**src/rtl/ps2_poly_voice.sv**
```systemverilog
// ps2_poly_voice: drains PS/2 scan codes, keeps a polyphonic note table and mixes phase increments.
// Optional macro OCTAVE_SHIFT_EN: '=' / '-' keys shift the octave of newly loaded voices (-2..+2).
module ps2_poly_voice #(
    parameter int NUM_VOICES = 3,
    parameter int STEAL_EN   = 0,
    parameter int FREQ_W     = 16
) (
    input  logic                         clk,
    input  logic                         clrn,
    input  logic                         ready,
    input  logic [7:0]                   data,
    output logic                         nextdata_n,
    output logic [NUM_VOICES-1:0]        voice_valid,
    output logic [8*NUM_VOICES-1:0]      voice_code,
    output logic [FREQ_W*NUM_VOICES-1:0] voice_freq,
    output logic [FREQ_W-1:0]            freq,
    output logic [3:0]                   active_cnt,
    output logic [7:0]                   last_code,
    output logic                         drop
);
    typedef enum logic [1:0] {IDLE, POP, GAP} state_t;
    state_t state, state_d;
    logic pop, prefix, mk, bk, hit, full, load;
    logic [7:0] byte_r;
    logic ext, brk;
    logic [2:0] ptr, free_idx, load_idx;
    logic [7:0] code_r [NUM_VOICES];
    logic [FREQ_W-1:0] inc_r [NUM_VOICES];
    logic [FREQ_W-1:0] base, inc;
    logic [NUM_VOICES-1:0] match;
    logic [FREQ_W+2:0] sum;
    logic [3:0] cnt;

    function automatic logic [FREQ_W-1:0] base_inc(input logic [7:0] c);
        case (c)
            8'h1C:   return FREQ_W'(714);
            8'h1B:   return FREQ_W'(802);
            8'h23:   return FREQ_W'(900);
            8'h2B:   return FREQ_W'(954);
            8'h34:   return FREQ_W'(1070);
            8'h33:   return FREQ_W'(1201);
            8'h3B:   return FREQ_W'(1349);
            8'h42:   return FREQ_W'(1429);
            default: return '0;
        endcase
    endfunction

    always_ff @(posedge clk or negedge clrn)
        if (!clrn) state <= IDLE;
        else state <= state_d;

    always_comb begin
        pop = state == IDLE && ready;
        state_d = state == IDLE ? (ready ? POP : IDLE) : state == POP ? GAP : IDLE;
    end

    always_comb begin
        base = base_inc(byte_r);
        prefix = byte_r == 8'hE0 || byte_r == 8'hF0;
        mk = state == POP && !prefix && !ext && !brk;
        bk = state == POP && !prefix && !ext && brk;
        free_idx = '0;
        sum = '0;
        cnt = '0;
        match = '0;
        // descending scan leaves the lowest free index in free_idx
        for (int i = NUM_VOICES - 1; i >= 0; i--) begin
            match[i] = voice_valid[i] && code_r[i] == byte_r;
            free_idx = voice_valid[i] ? free_idx : 3'(i);
            sum = sum + (voice_valid[i] ? {3'b0, inc_r[i]} : '0);
            cnt = cnt + {3'b0, voice_valid[i]};
        end
        full = &voice_valid;
        hit = |match;
        load = mk && base != '0 && !hit && (!full || STEAL_EN != 0);
        load_idx = full ? ptr : free_idx;
    end

`ifdef OCTAVE_SHIFT_EN
    logic [2:0] oct;
    assign inc = (base << (oct[2] ? 2'd0 : oct[1:0])) >> (oct[2] ? 2'(3'd0 - oct) : 2'd0);

    always_ff @(posedge clk or negedge clrn)
        if (!clrn) oct <= '0;
        else if (mk && byte_r == 8'h55 && oct != 3'd2) oct <= oct + 3'd1;
        else if (mk && byte_r == 8'h4E && oct != 3'b110) oct <= oct - 3'd1;
`else
    assign inc = base;
`endif

    always_ff @(posedge clk or negedge clrn)
        if (!clrn) begin
            nextdata_n <= 1'b1;
            byte_r <= '0;
            ext <= 1'b0;
            brk <= 1'b0;
            ptr <= '0;
            voice_valid <= '0;
            for (int i = 0; i < NUM_VOICES; i++) begin
                code_r[i] <= '0;
                inc_r[i] <= '0;
            end
            freq <= '0;
            active_cnt <= '0;
            last_code <= '0;
            drop <= 1'b0;
        end else begin
            nextdata_n <= !pop;
            drop <= mk && base != '0 && !hit && full && STEAL_EN == 0;
            active_cnt <= cnt;
            freq <= cnt == 4'd0 ? '0 : FREQ_W'(sum / {{(FREQ_W-1){1'b0}}, cnt});
            if (pop) byte_r <= data;
            if (state == POP) begin
                ext <= byte_r == 8'hE0 || (byte_r == 8'hF0 && ext);
                brk <= byte_r == 8'hF0 || (byte_r == 8'hE0 && brk);
            end
            if (load) last_code <= byte_r;
            if (load && full) ptr <= ptr == 3'(NUM_VOICES - 1) ? 3'd0 : ptr + 3'd1;
            for (int i = 0; i < NUM_VOICES; i++)
                if (bk && match[i]) begin
                    voice_valid[i] <= 1'b0;
                    code_r[i] <= '0;
                    inc_r[i] <= '0;
                end else if (load && load_idx == 3'(i)) begin
                    voice_valid[i] <= 1'b1;
                    code_r[i] <= byte_r;
                    inc_r[i] <= inc;
                end
        end

    always_comb
        for (int i = 0; i < NUM_VOICES; i++) begin
            voice_code[8*i +: 8] = code_r[i];
            voice_freq[FREQ_W*i +: FREQ_W] = inc_r[i];
        end
endmodule
```
**config.mk**
```make
export PLATFORM = sky130hd
export DESIGN_NAME = ps2_poly_voice
export DESIGN_NICKNAME = d
export VERILOG_FILES = /design/src/rtl/ps2_poly_voice.sv
export SDC_FILE = /design/constraint.sdc
export NUM_CORES = 1
export LEC_CHECK = 0
export ABC_CLOCK_PERIOD_IN_PS = 42400
export CAP_MARGIN = 10
export CORE_ASPECT_RATIO = 0.7
export CORE_UTILIZATION = 64
export CTS_CLUSTER_SIZE = 10
export DETAILED_ROUTE_END_ITERATION = 7
export GPL_TIMING_DRIVEN = 0
export PLACE_DENSITY = 0.88
export SYNTH_ARGS = -nofsm -noshare
export SYNTH_HDL_FRONTEND = slang
export SYNTH_SLANG_ARGS = --single-unit
```
**constraint.sdc**
```tcl
create_clock -name clk -period 42.4 [get_ports clk]
set_input_delay 8.48 -clock clk [delete_from_list [all_inputs] [get_ports clk]]
set_output_delay 8.48 -clock clk [all_outputs]
set_load 0.005 [all_outputs]
```
# Word level (Yosys, flattened, before mapping)
# Index checks and enable logic that the tools add are counted.
# op_classes
n_addsub	5
div_mod_pow	1
eq_ne	17
muxes	31
reduce_logical	39
# op_table
operator	n
two-way mux 16 bit	10
one-hot mux 11 bit (8 select lines)	1
two-way mux 8 bit	6
equality test 8 x 6 -> 1 bit, second input constant	5
equality test 8 bit	3
logical AND 1 bit	21
divider 19 x 4 -> 19 bit	1
adder 17 x 16 -> 18 bit	1
adder 16 x 16 -> 17 bit	1
equality test 8 x 5 -> 1 bit, second input constant	2
equality test 8 bit, second input constant	2
nonzero test 16 bit	1
two-way mux 2 bit	5
equality test 8 x 7 -> 1 bit, second input constant	1
two-way mux 1 bit	7
equality test 3 x 2 -> 1 bit, second input constant	2
zero test 1 bit	6
two-way mux 3 bit	2
nonzero test 2 bit	3
zero test 4 bit	1
adder 2 x 1 -> 3 bit	1
adder 3 x 1 -> 3 bit, second input constant	1
equality test 3 x 1 -> 1 bit, second input constant	1
zero test 3 bit	1
6 further kinds	8
# word_totals
ff_bits	119
inputBits	11
out_inout_bits	105
word_cells	112

# Logic depth before layout (Yosys ltp)
# Gate-level depths: netlist of run 1.
# depth
depth_word	12
mapped_depth	129
ltp_nobuf	124

# Least setup slack after synthesis of run 1
# No wires, ideal clock.
# synth_timing
path_kind	reg-to-reg
from	register voice_valid[0]
to	register freq[0]
setup_time_ps	148
t_arrival_ps	26982
required_time_ps	42252
slack_ps	15270
stages_incl_launch_ff	123
n_path_buf	5
synth_period_minus_slack_ps	27130
path_cell_list	dfrtp_1 -> fa_1 -> inv_1 -> ha_1 -> o21ai_1 -> nand2b_1 -> clkbuf_1 -> a31oi_4 -> nor2_1 -> ha_1 -> o21a_1 -> nor2_1 -> o21a_1 -> a21oi_1 -> ha_1 -> o21a_1 -> nor2_1 -> o21ai_0 -> [... 87 more ...] -> ha_1 -> o21a_1 -> or2_2 -> nand4bb_1 -> and4bb_4 -> nand3_2 -> mux2i_1 -> ha_1 -> a21o_1 -> a2111o_1 -> nor2_1 -> nand3_1 -> mux2i_1 -> ha_1 -> a2111oi_0 -> o211ai_1 -> a2111oi_1 -> a41oi_1
# synth_via
elab_cells_between_ends	6
classes_between	add/sub (2); div (1); mux (2); reduce/logical (1)
# synth_lines
item	line_no	source
from (decl)	13	output logic [NUM_VOICES-1:0] voice_valid,
from (signal assigned)	98	voice_valid <= '0;
from (signal, indexed assignment)	121	voice_valid[i] <= 1'b0;
from (signal, indexed assignment)	125	voice_valid[i] <= 1'b1;
adder 2 x 1 -> 3 bit (*)	71	cnt = cnt + {3'b0, voice_valid[i]};
via cnt[0]	32	logic [3:0] cnt;
divider 19 x 4 -> 19 bit / zero test 4 bit (equally long branches)	111	freq <= cnt == 4'd0 ? '0 : FREQ_W'(sum / {{(FREQ_W-1){1'b0}}, cnt});
two-way mux 16 bit (*)	111	
to (signal assigned)	111	
to (decl)	16	output logic [FREQ_W-1:0] freq,
# Mark *: on every way through the listed nets, which the timed path passes. The rest lies on a longest branch.
# A chain may end at the register's enable or synchronous reset.

# Worst setup path in the final report of run 1
# Same ends and word-level chain as after synthesis.

==> results of run 1 <==
[critical path: cells and delay by family, from the launching register on]
family / cells / cell delay (ns)
simple gates: 46 / 12.37
compound gates: 45 / 11.54
fa+ha+maj: 17 / 5.95
mux: 6 / 2.01
buf+inv: 6 / 1.41
flops: 1 / 0.54
[stage by stage]
stage / instance area (um2) / std cells / setup slack (ns)
floorplan: 11140 / 1474 / 15.27
global placement: 12400 / 1797 / 9.928
detailed placement: 12420 / 1798 / 9.445
CTS: 12730 / 1814 / 9.293
global route: 12730 / 1814 / 5.835
finish: 12730 / 1814 / 8.282
[Yosys cell counts (all sizes together) (20+ instances only)]
library cell	instances	area share [%]
inv	51	1.7
o21ai	136	6.2
nor2	117	4.0
or2	20	1.1
nor4	20	1.3
nand4	22	1.2
nand3	97	4.5
clkbuf	44	1.5
buf	31	1.9
nand2b	21	1.2
xnor2	36	2.9
and3	27	1.5
dfrtp	99	22
xor2	23	1.8
nor3	59	2.9
a21oi	88	4.2
and2	28	1.6
a211oi	25	1.9
a31oi	26	1.7
ha	47	5.3
o21a	30	2.0
nand2	132	4.5
[how the worst max path moves through the flow]
stage / start / end / slack (ns) / cells after the start
after floorplan: voice_valid[0] / freq[0] / 15.27 / 122
after global placement: voice_valid[0] / freq[0] / 9.93 / 120
after detailed placement: voice_valid[0] / freq[0] / 9.45 / 120
after CTS: voice_valid[0] / freq[0] / 9.29 / 120
after global routing: voice_valid[0] / freq[0] / 5.83 / 122
final: voice_valid[0] / freq[0] / 8.28 / 120
[layer usage]
metal | global-route usage (%) | up-vias | share of wire, %
met5 | 0 | - | 0
met3 | 9.128 | 100 | 13
met4 | 10.06 | 0 | 2.3
li1 | - | 5680 | -
met2 | 60.18 | 938 | 42
met1 | 57.67 | 5806 | 42
[cell type report]
| cell class | instances | area, um2 | area share (%) |
|---|---|---|---|
| Clock inverter | 7 | 86.33 | 0.6779 |
| Sequential cell | 100 | 2504 | 19.66 |
| Buffer | 75 | 377.9 | 2.967 |
| Timing Repair Buffer | 99 | 1006 | 7.899 |
| Multi-Input combinational cell | 1248 | 8063 | 63.31 |
| Inverter | 51 | 191.4 | 1.503 |
| Clock buffer | 9 | 225.2 | 1.769 |
| Tap cell | 225 | 281.5 | 2.211 |
[sequential cells by signal, summed over array words and instances (netlist names), 2 cells and up]
name,flops
voice_valid,3
voice_freq,33
active_cnt,2
byte_r,8
state,2
freq,16
last_code,8
voice_code,24
[kinds of logic after synthesis]
kind of cell	Yosys count	synth area share, %
AO/OA/AOI/OAI	482	29.67
flip-flops	100	22.65
XOR/XNOR	59	4.743
other	1	0.03393
adder cells (fa/ha/maj)	60	7.675
multiplexers	19	1.834
AND/OR/NAND/NOR	605	28.24
buffers and inverters	126	5.150
==> results.txt, run 1 <==
outcome: complete, but fails checks
violated checks: DRC
flop2flop setup slack: 8.28 ns
Distinct cells, synth: 104
RSZ-0062 raised after global routing: false
antenna violations before repair: 0
CP dominant cell by count: ha_1
Max Cap Viol: 0
Final setup viols: 0
PortBufs: 98
Max-slew headroom: 16.60%
first-pass GRT wire length: 57.98 mm
Initial DRT Pass Iterations: 8
detailed-route wire length: 35.78 mm
row count: 39
vias in the first global route: 11310
Via density: 6.904
setup_tns: 0 ns
Longest Clk Path Bufs: 2
fin. max-slew vios: 0
ys flop type: dfrtp_1
post-synth design cell area: 11050 um2
DR iter-0 viols: 1916
total track usage: 39.91%
CTS tree: done
most common cell after layout, fill and taps aside: nand2_1
clock skew: 0.01448 ns
Initial Util: 66.62%
asr flop ratio synth: 100.0%
gpl congestion: 0.9638
crit path max fanout: 17
WHS Path Cells: 2
Fin Hold WS: 0.5047 ns
final hold vios: 0
Nets: 1655
Startpoint Class: register
filler instances: 1192
FF-to-FF Start: voice_valid[0]
cts bufs inserted: 9
Post-DRT Antenna Nets: 0
# IOs: 116
via count: 12520
Max Clk Rate: 0.02931 GHz
largest net degree at the start of global routing: 55
Core ar.: 16590 um2
most frequent cells in the layout: nand2_1, o21ai_0, nor2_1
number of synthesized flops with an enable pin: 0
clock root buffer: clkbuf_16
Synth Register Bits: 100
period utilisation layout: 80.47%
hold_buf cts: 0
CP Data Required Time: 42.57 ns
CP endpoint kind: register
Die Y: 112.0 um
Least-Margin Pin Slew: 1.246 ns
Worst-path clk slew: 0.09 ns
slowest stage cell, crit path: fa_1
Core Util, Final: 76.76%
hpwl dp: 26.99 mm
Hold Path Class: register to register
Mapped Cells: 1452
full die area: 17810 um2
Mapped Avg Cell Area: 7.612 um2
DRC violations left: 1
final critical-path required period: 34.12 ns
register area share after synthesis: 22.65%
H-tree depth: 3
postcts setup bufs: 0
synth warn: 0
DR WL/cell: 19.72 um
hold path endpoint: last_code[6]
RR Endpoint: freq[0]
diode count: 0
synthesis-to-layout area growth: 15.21%
CP arrival: 34.29 ns
clk sinks: 100
Die W: 159.1 um
HP Start: last_code[6]
post-CTS sizing: 0
Clk Latency, worst-skew pair: 0.37 ns
worst-case reg-to-reg path depth: 120
critical path type: register to register
max incr delay on CP: 0.73 ns
gr ovfl total: 0
layout cells sized above 1: 7.363%
Power of run 1 is left out: the tool's default activity adds up to more than one toggle a clock period on the data nets, which glitch-free logic cannot reach.
==> run 2: changes to the inputs <==
- ABC_CLOCK_PERIOD_IN_PS: 42400 -> 34600
- CORE_UTILIZATION: 64 -> 59
- PLACE_DENSITY: 0.88 -> 0.82
- clock period: 42.4 -> 34.6 ns (I/O delays scaled with it)
==> results.txt, run 2 (synthesis results as in run 1) <==
hpwl dp: 27.01 mm (about the same)
H-tree depth: 3 (unchanged)
crit path max fanout: 12 (-5)
largest net degree at the start of global routing: 67 (+22%)
HP Start: last_code[1]
Die Y: 116.5 um (+4.1%)
Max Cap Viol: 0 (unchanged)
CP endpoint kind: register
most frequent cells in the layout: nand2_1, o21ai_0, nor2_1
PortBufs: 98 (unchanged)
most common cell after layout, fill and taps aside: nand2_1
gr ovfl total: 0 (unchanged)
number of flip-flops in the largest register: 33 (unchanged)
Max Clk Rate: 0.03097 GHz (+5.7%)
Die W: 165.6 um (+4.1%)
flop2flop setup slack: 2.31 ns (-5.97 ns)
clock root buffer: clkbuf_16
Core ar.: 18160 um2 (+9.5%)
antenna violations before repair: 0 (unchanged)
clk sinks: 100 (unchanged)
WHS Path Cells: 2 (unchanged)
DRC violations left: 4 (+3)
clock skew: 0.01809 ns (+0.003617 ns)
period utilisation layout: 93.32% (+13 points)
fin. max-slew vios: 0 (unchanged)
Max-slew headroom: 25.00% (+8.4 points)
setup_tns: 0 ns (unchanged)
RR Endpoint: freq[0]
Hold Path Class: register to register
gpl congestion: 0.9861 (+2.3%)
Clk Latency, worst-skew pair: 0.37 ns (about the same)
violated checks: DRC
worst-case reg-to-reg path depth: 123 (+2.5%)
critical path type: register to register
critical path launch point: voice_valid[1]
outcome: complete, but fails checks
Via density: 6.621 (-4.1%)
Least-Margin Pin Slew: 1.121 ns (-0.1255 ns)
Nets: 1663 (+0.48%)
DR iter-0 viols: 1569 (-18%)
synthesis-to-layout area growth: 16.38%
filler instances: 1564 (+31%)
CP arrival: 32.47 ns (-1.82 ns)
FF-to-FF Start: voice_valid[1]
Initial Util: 60.87% (-5.8 points)
hold path endpoint: last_code[1]
row count: 41 (+5.1%)
Final setup viols: 0 (unchanged)
full die area: 19290 um2 (+8.3%)
hold_buf cts: 0 (unchanged)
diode count: 0 (unchanged)
Post-DRT Antenna Nets: 0 (unchanged)
via count: 12140 (-3.1%)
# IOs: 116 (unchanged)
slowest stage cell, crit path: fa_2
CP Data Required Time: 34.78 ns (-7.79 ns)
final hold vios: 0 (unchanged)
first-pass GRT wire length: 56.59 mm (-2.4%)
cts bufs inserted: 9 (unchanged)
Startpoint Class: register
RSZ-0062 raised after global routing: false
DR WL/cell: 19.30 um (-2.1%)
final critical-path required period: 32.29 ns (-1.828 ns)
Initial DRT Pass Iterations: 8 (unchanged)
vias in the first global route: 10920 (-3.4%)
layout cells sized above 1: 8.516% (+1.2 points)
detailed-route wire length: 35.38 mm (-1.1%)
Longest Clk Path Bufs: 2 (unchanged)
CTS tree: done
Worst-path clk slew: 0.08 ns (about the same)
max incr delay on CP: 0.73 ns (about the same)
total track usage: 37.15% (-2.8 points)
CP dominant cell by count: ha_1
[run 2: changes by cell type in the layout (fill, tap and decap cells not counted), moves of 2 or more]
cell and delta:
buf_4 +8, inv_6 -2, inv_8 +3, a2111oi_0 -2
[run 2: worst max path at each step]
stage,end,cells after the start
after floorplan,freq[0],122
final,freq[0],123
after CTS,freq[0],120
after detailed placement,freq[0],120
after global routing,freq[0],123
after global placement,freq[0],120
[run 2: stage by stage]
step / hold WS (ns) / cells / worst slack [ns] / area [um2] / util, %
detailed placement: 0.4739 / 1809 / 1.541 / 12440 / 68.49
global route: 0.5128 / 1833 / 0.07546 / 12860 / 70.84
floorplan: 0.4733 / 1474 / 7.470 / 11140 / -
CTS: 0.4914 / 1825 / 1.422 / 12750 / 70.20
finish: 0.4902 / 1833 / 2.311 / 12860 / 70.84
global placement: 0.4638 / 1808 / 2.023 / 12410 / 68.35
[run 2: per-layer routing]
layer	wire length (um)	vias up	part of all wire (%)	global-route usage, %
li1	-	5703	-	-
met4	540	0	1.5	8.182
met2	14770	653	42	54.19
met3	3625	58	10	8.381
met5	0	-	0	0
met1	16450	5722	46	55.57
[run 2: cell type report]
type                            instances  area (um2)  share of cell area (%)
Tap cell                              236       295.3                   2.295
Inverter                               51       195.2                   1.517
Buffer                                 75       379.1                   2.947
Multi-Input combinational cell       1248        8113                   63.07
Sequential cell                       100        2504                   19.46
Clock inverter                          7       86.33                  0.6711
Clock buffer                            9       225.2                   1.751
Timing Repair Buffer                  107        1066                   8.287
[run 2: worst max-delay path: cells and delay by family (launching register included)]
family / cells / cell delay (ns)
AOI/OAI and AO/OA: 47 / 11.36
adders and majority gates: 17 / 5.70
buffers and inverters: 7 / 1.35
DFF: 1 / 0.54
muxes: 6 / 1.91
and+or+nand+nor: 46 / 11.15
[run 2: timing repair]
item                       CTS  global route
setup buffers                0             8
setup endpoints to repair    0             2
gates resized for setup      0            15
hold endpoints to repair     0             0
Power of run 2 is left out for the same reason.
